**src/rtl/lpc_host.sv**
```systemverilog
// lpc_host: LPC bus initiator for single-byte I/O and TPM-locality cycles.
// Converts one request from the internal request/response port into one LPC
// cycle on LFRAME#/LAD[3:0], waits for the peripheral SYNC, and returns one
// response. The LAD tri-state buffer lives in the parent, so LAD is split.
//
// Ports:
//   clk_i, rst_i          LPC clock, synchronous active-high reset
//   req_valid_i/ready_o   request handshake (accepted on valid & ready)
//   req_write_i           1 = write, 0 = read
//   req_tpm_i             1 = TPM cycle (START 0101), 0 = I/O (START 0000)
//   req_addr_i[15:0]      cycle address
//   req_wdata_i[7:0]      write data
//   rsp_valid_o           one-clock completion pulse
//   rsp_rdata_o[7:0]      read data, held until the next response
//   rsp_status_o[1:0]     00 OK, 01 SYNC error, 10 timeout/abort
//   lframe_o              LFRAME#, active-low
//   lad_o, lad_oe_o       LAD drive value and enable
//   lad_i                 sampled LAD value
module lpc_host #(
  parameter int SYNC_TIMEOUT = 16
) (
  input  logic        clk_i,
  input  logic        rst_i,
  input  logic        req_valid_i,
  output logic        req_ready_o,
  input  logic        req_write_i,
  input  logic        req_tpm_i,
  input  logic [15:0] req_addr_i,
  input  logic [7:0]  req_wdata_i,
  output logic        rsp_valid_o,
  output logic [7:0]  rsp_rdata_o,
  output logic [1:0]  rsp_status_o,
  output logic        lframe_o,
  output logic [3:0]  lad_o,
  output logic        lad_oe_o,
  input  logic [3:0]  lad_i
);

  typedef enum logic [3:0] {
    S_IDLE    = 4'd0,
    S_START   = 4'd1,
    S_CYCTYPE = 4'd2,
    S_ADDR    = 4'd3,
    S_WDATA   = 4'd4,
    S_HTAR1   = 4'd5,
    S_HTAR2   = 4'd6,
    S_SYNC    = 4'd7,
    S_RDATA   = 4'd8,
    S_PTAR1   = 4'd9,
    S_PTAR2   = 4'd10,
    S_RESP    = 4'd11,
    S_ABORT   = 4'd12
  } state_t;

  localparam logic [3:0] NIB_IDLE  = 4'b1111;
  localparam logic [3:0] SYNC_OK   = 4'b0000;
  localparam logic [3:0] SYNC_ERR  = 4'b1010;
  // Last wait-counter value before the cycle is abandoned.
  localparam logic [7:0] TMO_LAST  = 8'(SYNC_TIMEOUT - 1);

  // Address nibble for ADDR clock idx, most significant nibble first.
  function automatic logic [3:0] addr_nib(input logic [15:0] addr, input logic [1:0] idx);
    case (idx)
      2'd0:    addr_nib = addr[15:12];
      2'd1:    addr_nib = addr[11:8];
      2'd2:    addr_nib = addr[7:4];
      2'd3:    addr_nib = addr[3:0];
      default: addr_nib = NIB_IDLE;
    endcase
  endfunction

  state_t      state_q, state_d;
  logic [7:0]  cnt_q, cnt_d;          // ADDR/WDATA/RDATA/ABORT index, SYNC wait count
  logic        write_q, write_d;
  logic        tpm_q, tpm_d;
  logic [15:0] addr_q, addr_d;
  logic [7:0]  wdata_q, wdata_d;
  logic [7:0]  rdata_q, rdata_d;      // capture register; copied out at RESP
  logic [1:0]  status_q, status_d;
  logic        ready_q, ready_d;
  logic        rsp_valid_q, rsp_valid_d;
  logic [7:0]  rsp_rdata_q, rsp_rdata_d;
  logic [1:0]  rsp_status_q, rsp_status_d;
  logic        lframe_q, lframe_d;
  logic [3:0]  lad_q, lad_d;
  logic        lad_oe_q, lad_oe_d;

  // Next-state and next-output computation; outputs are registered below.
  always_comb begin
    state_d      = state_q;
    cnt_d        = cnt_q;
    write_d      = write_q;
    tpm_d        = tpm_q;
    addr_d       = addr_q;
    wdata_d      = wdata_q;
    rdata_d      = rdata_q;
    status_d     = status_q;
    ready_d      = ready_q;
    rsp_valid_d  = 1'b0;
    rsp_rdata_d  = rsp_rdata_q;
    rsp_status_d = rsp_status_q;
    lframe_d     = lframe_q;
    lad_d        = lad_q;
    lad_oe_d     = lad_oe_q;
    case (state_q)
      // RESP behaves as IDLE on the bus, so a held request is taken on its edge.
      S_IDLE, S_RESP: begin
        if (req_valid_i && ready_q) begin
          state_d  = S_START;
          write_d  = req_write_i;
          tpm_d    = req_tpm_i;
          addr_d   = req_addr_i;
          wdata_d  = req_wdata_i;
          rdata_d  = 8'h00;
          status_d = 2'b00;
          cnt_d    = 8'd0;
          ready_d  = 1'b0;
          lframe_d = 1'b0;
          lad_oe_d = 1'b1;
          lad_d    = req_tpm_i ? 4'b0101 : 4'b0000;
        end else begin
          state_d  = S_IDLE;
          ready_d  = 1'b1;
          lframe_d = 1'b1;
          lad_oe_d = 1'b0;
          lad_d    = NIB_IDLE;
        end
      end
      S_START: begin
        state_d  = S_CYCTYPE;
        lframe_d = 1'b1;
        lad_d    = write_q ? 4'b0010 : 4'b0000;
      end
      S_CYCTYPE: begin
        state_d = S_ADDR;
        cnt_d   = 8'd0;
        lad_d   = addr_nib(addr_q, 2'd0);
      end
      S_ADDR: begin
        if (cnt_q[1:0] == 2'd3) begin
          cnt_d = 8'd0;
          if (write_q) begin
            state_d = S_WDATA;
            lad_d   = wdata_q[3:0];
          end else begin
            state_d = S_HTAR1;
            lad_d   = NIB_IDLE;
          end
        end else begin
          cnt_d = cnt_q + 8'd1;
          lad_d = addr_nib(addr_q, cnt_q[1:0] + 2'd1);
        end
      end
      S_WDATA: begin
        if (cnt_q[0]) begin
          state_d = S_HTAR1;
          lad_d   = NIB_IDLE;
        end else begin
          cnt_d = 8'd1;
          lad_d = wdata_q[7:4];
        end
      end
      S_HTAR1: begin
        // Release the bus before the peripheral may drive it.
        state_d  = S_HTAR2;
        lad_oe_d = 1'b0;
        lad_d    = NIB_IDLE;
        cnt_d    = 8'd0;
      end
      S_HTAR2: begin
        state_d = S_SYNC;
      end
      S_SYNC: begin
        if ((lad_i == SYNC_OK) || (lad_i == SYNC_ERR)) begin
          status_d = (lad_i == SYNC_ERR) ? 2'b01 : 2'b00;
          cnt_d    = 8'd0;
          state_d  = write_q ? S_PTAR1 : S_RDATA;
        end else if (cnt_q == TMO_LAST) begin
          // Every non-terminating nibble (including long wait) counts here.
          state_d  = S_ABORT;
          cnt_d    = 8'd0;
          lframe_d = 1'b0;
          lad_oe_d = 1'b1;
          lad_d    = NIB_IDLE;
        end else begin
          cnt_d = cnt_q + 8'd1;
        end
      end
      S_RDATA: begin
        if (cnt_q[0]) begin
          rdata_d[7:4] = lad_i;
          state_d      = S_PTAR1;
        end else begin
          rdata_d[3:0] = lad_i;
          cnt_d        = 8'd1;
        end
      end
      S_PTAR1: begin
        state_d = S_PTAR2;
      end
      S_PTAR2: begin
        state_d      = S_RESP;
        ready_d      = 1'b1;
        rsp_valid_d  = 1'b1;
        rsp_rdata_d  = rdata_q;
        rsp_status_d = status_q;
      end
      S_ABORT: begin
        if (cnt_q[1:0] == 2'd3) begin
          state_d      = S_RESP;
          lframe_d     = 1'b1;
          lad_oe_d     = 1'b0;
          lad_d        = NIB_IDLE;
          ready_d      = 1'b1;
          rsp_valid_d  = 1'b1;
          rsp_rdata_d  = rdata_q;
          rsp_status_d = 2'b10;
        end else begin
          cnt_d = cnt_q + 8'd1;
        end
      end
      default: begin
        state_d  = S_IDLE;
        ready_d  = 1'b0;
        lframe_d = 1'b1;
        lad_oe_d = 1'b0;
        lad_d    = NIB_IDLE;
      end
    endcase
  end

  // State and output registers; reset releases the bus without a response.
  always_ff @(posedge clk_i) begin
    if (rst_i) begin
      state_q      <= S_IDLE;
      cnt_q        <= 8'd0;
      write_q      <= 1'b0;
      tpm_q        <= 1'b0;
      addr_q       <= 16'h0000;
      wdata_q      <= 8'h00;
      rdata_q      <= 8'h00;
      status_q     <= 2'b00;
      ready_q      <= 1'b0;
      rsp_valid_q  <= 1'b0;
      rsp_rdata_q  <= 8'h00;
      rsp_status_q <= 2'b00;
      lframe_q     <= 1'b1;
      lad_q        <= NIB_IDLE;
      lad_oe_q     <= 1'b0;
    end else begin
      state_q      <= state_d;
      cnt_q        <= cnt_d;
      write_q      <= write_d;
      tpm_q        <= tpm_d;
      addr_q       <= addr_d;
      wdata_q      <= wdata_d;
      rdata_q      <= rdata_d;
      status_q     <= status_d;
      ready_q      <= ready_d;
      rsp_valid_q  <= rsp_valid_d;
      rsp_rdata_q  <= rsp_rdata_d;
      rsp_status_q <= rsp_status_d;
      lframe_q     <= lframe_d;
      lad_q        <= lad_d;
      lad_oe_q     <= lad_oe_d;
    end
  end

  assign req_ready_o  = ready_q;
  assign rsp_valid_o  = rsp_valid_q;
  assign rsp_rdata_o  = rsp_rdata_q;
  assign rsp_status_o = rsp_status_q;
  assign lframe_o     = lframe_q;
  assign lad_o        = lad_q;
  assign lad_oe_o     = lad_oe_q;

endmodule

```
**config.mk**
```make
export PLATFORM = sky130hd
export DESIGN_NAME = lpc_host
export DESIGN_NICKNAME = d
export VERILOG_FILES = /design/src/rtl/lpc_host.sv
export SDC_FILE = /design/constraint.sdc
export NUM_CORES = 1
export LEC_CHECK = 0
export CAP_MARGIN = 20
export CORE_MARGIN = 2
export CORE_UTILIZATION = 50
export DETAILED_ROUTE_END_ITERATION = 8
export HOLD_SLACK_MARGIN = 0.1
export PLACE_DENSITY = 0.84
export SLEW_MARGIN = 20
export SYNTH_ARGS = -nofsm -noshare
export SYNTH_HDL_FRONTEND = slang
export SYNTH_SLANG_ARGS = --single-unit
```
**constraint.sdc**
```tcl
create_clock -name clk_i -period 3.15 [get_ports clk_i]
set_clock_uncertainty 0.1 [all_clocks]
set_input_delay 0.315 -clock clk_i [delete_from_list [all_inputs] [get_ports clk_i]]
set_output_delay 0.315 -clock clk_i [all_outputs]
set_load 0.02 [all_outputs]
```
==> impl_metrics.tcl, run 1 <==
set metrics [dict create \
    clk_latency_ns 0.36 \
    critPathMaxStageDelay_ns 0.87 \
    power_density_nw_per_um2 543.7 \
    initial_core_util_pct 51.59 \
    nNetsFinal 490 \
    highest_layer "met4" \
    rows 29 \
    peakVddDrop_mv 0.3899 \
    holdWs_ns 0.3483 \
    clockRootBuffer "clkbuf_8" \
    met3_length_microns 657 \
    syn_avg_cell_area_sq_um 7.944 \
    required_ns 3.30 \
    worstPathCellList "nor2b_1, o21ai_0, o211ai_1, or2_2, o311ai_0" \
    first_iter_violations 307 \
    overflow 0 \
    async_flop_share_pct 0 \
    routed_via_density 6.152 \
    cp-end-kind "flop" \
    routedWlPerCell_microns 16.07 \
    drc 0 \
    dp_hpwl_microns 5798 \
    core_area_sq_um 6314 \
    grt_pass1_vias 2986 \
    min_period_over_period_pct 80.83 \
    ys_types 59 \
    start_kind "flop" \
    vias 3285 \
    ctsHoldBuffers 0 \
    syn_inst 410 \
    cts_resized 0 \
    grt_max_degree 36 \
    netlist_area_sq_um 3257 \
    grt_usage_pct 24.59 \
    preCtsSetupSlack_ns 0.6969 \
    status "finished clean" \
    synthFlopType "dfxtp_1" \
    drive_gt1_share_pct 8.753 \
    grt_pass1_wl_microns 14030 \
    synth_warnings 0 \
    hold_viol 0 \
    cp_max_fo 28 \
    layout_commonest_cell "nand2_1" \
    worstSetupPathType "flop to flop" \
    die-area_sq_um 7175 \
    die_width_microns 84.71 \
    max_cap_violations 0 \
    portBuffers 50 \
    antenna_left 0 \
    post-cts-setup-buffers 0 \
    layout_common_cells "nand2_1 (65), dfxtp_1 (64), a21oi_1 (55)" \
    ys_seq_area_share_pct 39.34 \
    htreeDepth 3 \
    die-height_microns 84.71 \
    wl_met2_microns 3895 \
    ys_ff_latch 64 \
    fin_setup_tns_ns 0 \
    drv_slew 0 \
    min_path_type "input port to flop" \
    setup_slack_ns 0.6039 \
    cp_data_arrival_time_ns 2.70 \
    dr.pass1.iters 5 \
    max_slew.worst_pin.slew_ns 0.8382 \
    leakage_uw 0.001380 \
    max_clock_freq_mhz 392.8 \
    cts_max_path_buffers 2 \
    min_period_ns 2.546 \
    antenna_found_initial 0 \
    setup_viol 0 \
    synth_nets 448 \
    slew_headroom_pct 44.05 \
    gp_congestion 0.9394 \
    clk_pin_slew_ns 0.08 \
    ioPinCount 51 \
    routed_wl_microns 8584 \
    cts.sinks 64 \
    layout-area-overhead-vs-synth_pct 24.89 \
    num_antenna_cells 0 \
    synth_edf_count 0 \
    drt-met1-wl_microns 3735 \
    cts_buffers 9 \
    rsz0062_at_grt "false" \
    cp_slowest_cell "dfxtp_1" \
    tritoncts "built" \
]
## cell families after synthesis
group | Yosys count | synth area share, %
simple gates | 160 | 24.24
compound gates | 129 | 25.39
flops | 64 | 39.34
buf+inv | 38 | 4.917
mux | 10 | 3.112
fa+ha+maj | 5 | 1.921
xor+xnor | 4 | 1.076
## cells in the mapped netlist (2+ instances only)
cell / n / area [sq um]
a211o_1: 2 / 17.52
a211oi_1: 5 / 37.54
a211oi_2: 2 / 25.02
a21o_1: 4 / 30.03
a21oi_1: 55 / 275.3
a222oi_1: 4 / 40.04
a22oi_1: 8 / 60.06
a32o_1: 2 / 20.02
and2_1: 6 / 37.54
and3_1: 2 / 12.51
buf_2: 5 / 25.02
clkbuf_1: 23 / 86.33
dfxtp_1: 64 / 1281
ha_1: 5 / 62.56
inv_1: 8 / 30.03
mux2i_1: 9 / 90.09
nand2_1: 65 / 244.0
nand3_1: 7 / 35.03
nand3b_1: 5 / 37.54
nand4_1: 2 / 12.51
nor2_1: 32 / 120.1
nor2b_1: 6 / 37.54
nor3_1: 4 / 20.02
nor3b_1: 2 / 15.01
nor4_1: 8 / 50.05
o211ai_1: 2 / 15.01
o21a_1: 4 / 30.03
o21ai_0: 21 / 105.1
o22ai_1: 2 / 12.51
o31ai_1: 4 / 30.03
o32a_1: 4 / 40.04
o32ai_1: 2 / 17.52
or2_2: 3 / 18.77
or3_1: 5 / 31.28
or4_1: 2 / 15.01
xnor2_1: 3 / 26.28
## critical path, delay by kind of cell (launching register included)
kind | cells | cell delay, ns
AO/OA/AOI/OAI | 3 | 0.85
flip-flops | 1 | 0.87
AND/OR/NAND/NOR | 2 | 0.61
## per-layer routing
layer	GRT usage, %	vias to the layer above
met5	0	-
met4	11.83	0
met3	6.686	30
met2	37.37	156
met1	32.34	1535
li1	-	1564
## worst paths after layout
| kind | cells after the start | start | slack, ns | to |
|---|---|---|---|---|
| hold / removal | 2 | rst_i | 0.35 | addr_q[10]$_SDFFE_PP0P_ |
| setup / recovery | 5 | state_q[0]$_SDFFE_PP0P_ | 0.60 | cnt_q[5]$_SDFFE_PP0P_ |
| setup reg to reg | 5 | state_q[0]$_SDFFE_PP0P_ | 0.60 | cnt_q[5]$_SDFFE_PP0P_ |
| hold reg to reg | 2 | wdata_q[0]$_SDFFE_PP0P_ | 0.35 | wdata_q[0]$_SDFFE_PP0P_ |
## final cells by class
cell class | count | area (sq um)
fill | 555 | 2246
multi-input combinational | 308 | 1815
sequential | 64 | 1281
timing repair buffer | 61 | 578.1
clock inverter | 7 | 142.6
clock buffer | 9 | 123.9
tap | 77 | 96.34
inverter | 8 | 30.03
## state kept, by name, indices dropped and copies added (netlist names)
register and count:
addr_q 16, cnt_q 8, lad_o 4, lad_oe_o 1, lframe_o 1, rdata_q 8
req_ready_o 1, rsp_rdata_o 8, rsp_status_o 2, rsp_valid_o 1, state_q 4, status_q 1
wdata_q 8, write_q 1
## where the power goes
part           switching (uW)  internal, uW  leakage [uW]
Combinational             191           149      0.000727
Sequential               58.7           854      0.000519
Clock                     351           608      0.000134
## stage by stage
step | total power, uW | instance area (sq um) | instances | utilization [%]
4_1_cts | 2211 | 4068 | 534 | 64.43
3_5_place_dp | 1260 | 3801 | 518 | 60.21
6_report | 2211 | 4068 | 534 | 64.43
5_1_grt | 2283 | 4068 | 534 | 64.43
2_1_floorplan | 1122 | 3257 | 410 | -
3_3_place_gp | 1250 | 3801 | 518 | 60.21
Power figures use the tool's default switching activity.
==> run 2, diff against run 1 <==
--- a/config.mk
+++ b/config.mk
@@ -7,7 +7,7 @@
 export LEC_CHECK = 0
 export CAP_MARGIN = 20
 export CORE_MARGIN = 2
-export CORE_UTILIZATION = 50
+export CORE_UTILIZATION = 48
 export DETAILED_ROUTE_END_ITERATION = 8
 export HOLD_SLACK_MARGIN = 0.1
 export PLACE_DENSITY = 0.84
==> constraint.sdc (replaced) <==
create_clock -name clk_i -period 2.3 [get_ports clk_i]
set_clock_uncertainty 0.1 [all_clocks]
set_input_delay 0.23 -clock clk_i [delete_from_list [all_inputs] [get_ports clk_i]]
set_output_delay 0.23 -clock clk_i [all_outputs]
set_load 0.02 [all_outputs]
==> impl_metrics.tcl, run 2 (synthesis gave the netlist of run 1 again) <==
set metrics [dict create \
    cp-end-kind "flop" \
    drv_slew 0 \
    placed_cells 540 \
    start_kind "flop" \
    first_iter_violations 368 \
    slew_headroom_pct 52.24 \
    htreeDepth 3 \
    min_period_over_period_pct 95.97 \
    preCtsSetupSlack_ns 0.05706 \
    utilization_pct 62.19 \
    tritoncts "built" \
    reg2reg_from "cnt_q[0]$_SDFFE_PP0P_" \
    setup_slack_ns 0.09263 \
    worstSetupPathType "flop to flop" \
    max_clock_freq_mhz 453.0 \
    whs_path_depth 3 \
    multiInputGateArea_sq_um 1831 \
    cp_data_arrival_time_ns 2.39 \
    routed_via_density 6.101 \
    grt_pass1_wl_microns 14720 \
    leakage_uw 0.001438 \
    drive_gt1_share_pct 13.21 \
    min_path_type "input port to flop" \
    top_register "addr_q" \
    min_period_ns 2.207 \
    drt-met1-wl_microns 3946 \
    routed_wl_microns 9142 \
    dr.pass1.iters 5 \
    antenna_left 0 \
    cp_max_fo 7 \
    min_to "write_q$_SDFFE_PP0P_" \
    hold_viol 0 \
    fillCellCount 578 \
    rsz0062_at_grt "false" \
    grt_pass1_vias 3093 \
    power_density_nw_per_um2 629.8 \
    layout_common_cells "nand2_1 (65), dfxtp_1 (63), a21oi_1 (53)" \
    grt_usage_pct 25.02 \
    final_cells 557 \
    gp_congestion 1.010 \
    timing.rr.end "cnt_q[4]$_SDFFE_PP0P_" \
    highest_layer "met4" \
    num_antenna_cells 0 \
    ioPinCount 51 \
    cts_max_path_buffers 2 \
    wl_met2_microns 4322 \
    drc 0 \
    dp_hpwl_microns 6547 \
    layout-area-overhead-vs-synth_pct 27.58 \
    routedWlPerCell_microns 16.41 \
    antenna_found_initial 0 \
    layout_commonest_cell "nand2_1" \
    grt_max_degree 39 \
    initial_core_util_pct 48.75 \
    die-height_microns 86.37 \
    reg2reg_depth 7 \
    max_cap_violations 0 \
    largest_reg_flops 16 \
    clk_latency_ns 0.35 \
    hp-start "req_write_i" \
    cts_buffers 9 \
    setup_viol 0 \
    clk_pin_slew_ns 0.08 \
    fin_setup_tns_ns 0 \
    max_slew.worst_pin.slew_ns 0.7164 \
    seqCellArea_sq_um 1282 \
    reg2reg_setup_slack_ns 0.09 \
    peakVddDrop_mv 0.3864 \
    holdWs_ns 0.3199 \
    die_width_microns 86.37 \
    rows 30 \
    ctsHoldBuffers 0 \
    cts.sinks 64 \
    clockRootBuffer "clkbuf_8" \
    die-area_sq_um 7460 \
    status "finished clean" \
    core_area_sq_um 6681 \
    required_ns 2.48 \
    overflow 0 \
    nNetsFinal 510 \
    portBuffers 50 \
    vias 3398 \
    met3_length_microns 624 \
]
-- run 2: cell types whose count changed in the layout (fill, tap and decap cells not counted) --
cell,before,now
a211oi_2,2,1
a21oi_1,55,53
a21oi_2,0,2
clkinv_2,1,3
buf_4,11,30
dfxtp_1,64,63
bufinv_16,4,0
buf_12,0,1
a211oi_4,0,1
dfxtp_2,0,1
clkinvlp_4,0,2
-- run 2: area by class of cell --
cell class	instances	area share, %
inverters	8	0.7227
well taps	80	2.409
repair buffers	81	17.83
multi-input cells	308	44.05
clock inverters	7	1.144
flip-flops and latches	64	30.86
clock buffers	9	2.981
-- run 2: report_power, final --
| group | switching [uW] | internal (uW) | leakage, uW |
|---|---|---|---|
| registers | 69.8 | 1170 | 0.000519 |
| logic | 283 | 235 | 0.000834 |
| clock network | 469 | 390 | 0.0000854 |
-- run 2: worst max path at each step --
stage                                       start                           to  depth (start not counted)
after detailed placement              req_valid_i        cnt_q[5]$_SDFFE_PP0P_                          6
final                       cnt_q[0]$_SDFFE_PP0P_        cnt_q[4]$_SDFFE_PP0P_                          7
after global routing      state_q[2]$_SDFFE_PP0P_  rsp_rdata_o[2]$_SDFFE_PP0P_                          7
after CTS                 state_q[1]$_SDFFE_PP0P_      rdata_q[6]$_SDFFE_PP0P_                          6
after global placement    state_q[0]$_SDFFE_PP0P_        lframe_o$_SDFFE_PP1P_                          6
after floorplan             cnt_q[4]$_SDFFE_PP0P_        cnt_q[3]$_SDFFE_PP0P_                          5
-- run 2: routing by layer --
layer	vias to the layer above	global-route usage, %
met5	-	0
met4	0	10.51
met3	26	5.714
met2	143	39.86
met1	1624	32.66
li1	1605	-
-- run 2: stage by stage --
stage,instance area [sq um],total power [uW]
floorplan,3257,1537
global placement,3960,1747
detailed placement,3960,1760
CTS,4131,2596
global route,4155,2719
finish,4155,2617
-- run 2: worst max-delay path, cell delays in order, from the launching register on --
cell and delay (ns):
dfxtp_1 0.38, ha_1 0.30, buf_4 0.19, mux2_2 0.27, o22ai_2 0.16, nor2_2 0.08, or4_1 0.53, a21oi_1 0.13
-- run 2: timing repair --
item | 4_1_cts | 5_1_grt
resized for setup | 0 | 4
setup buffers | 0 | 1
endpoints found under the setup margin | 0 | 15
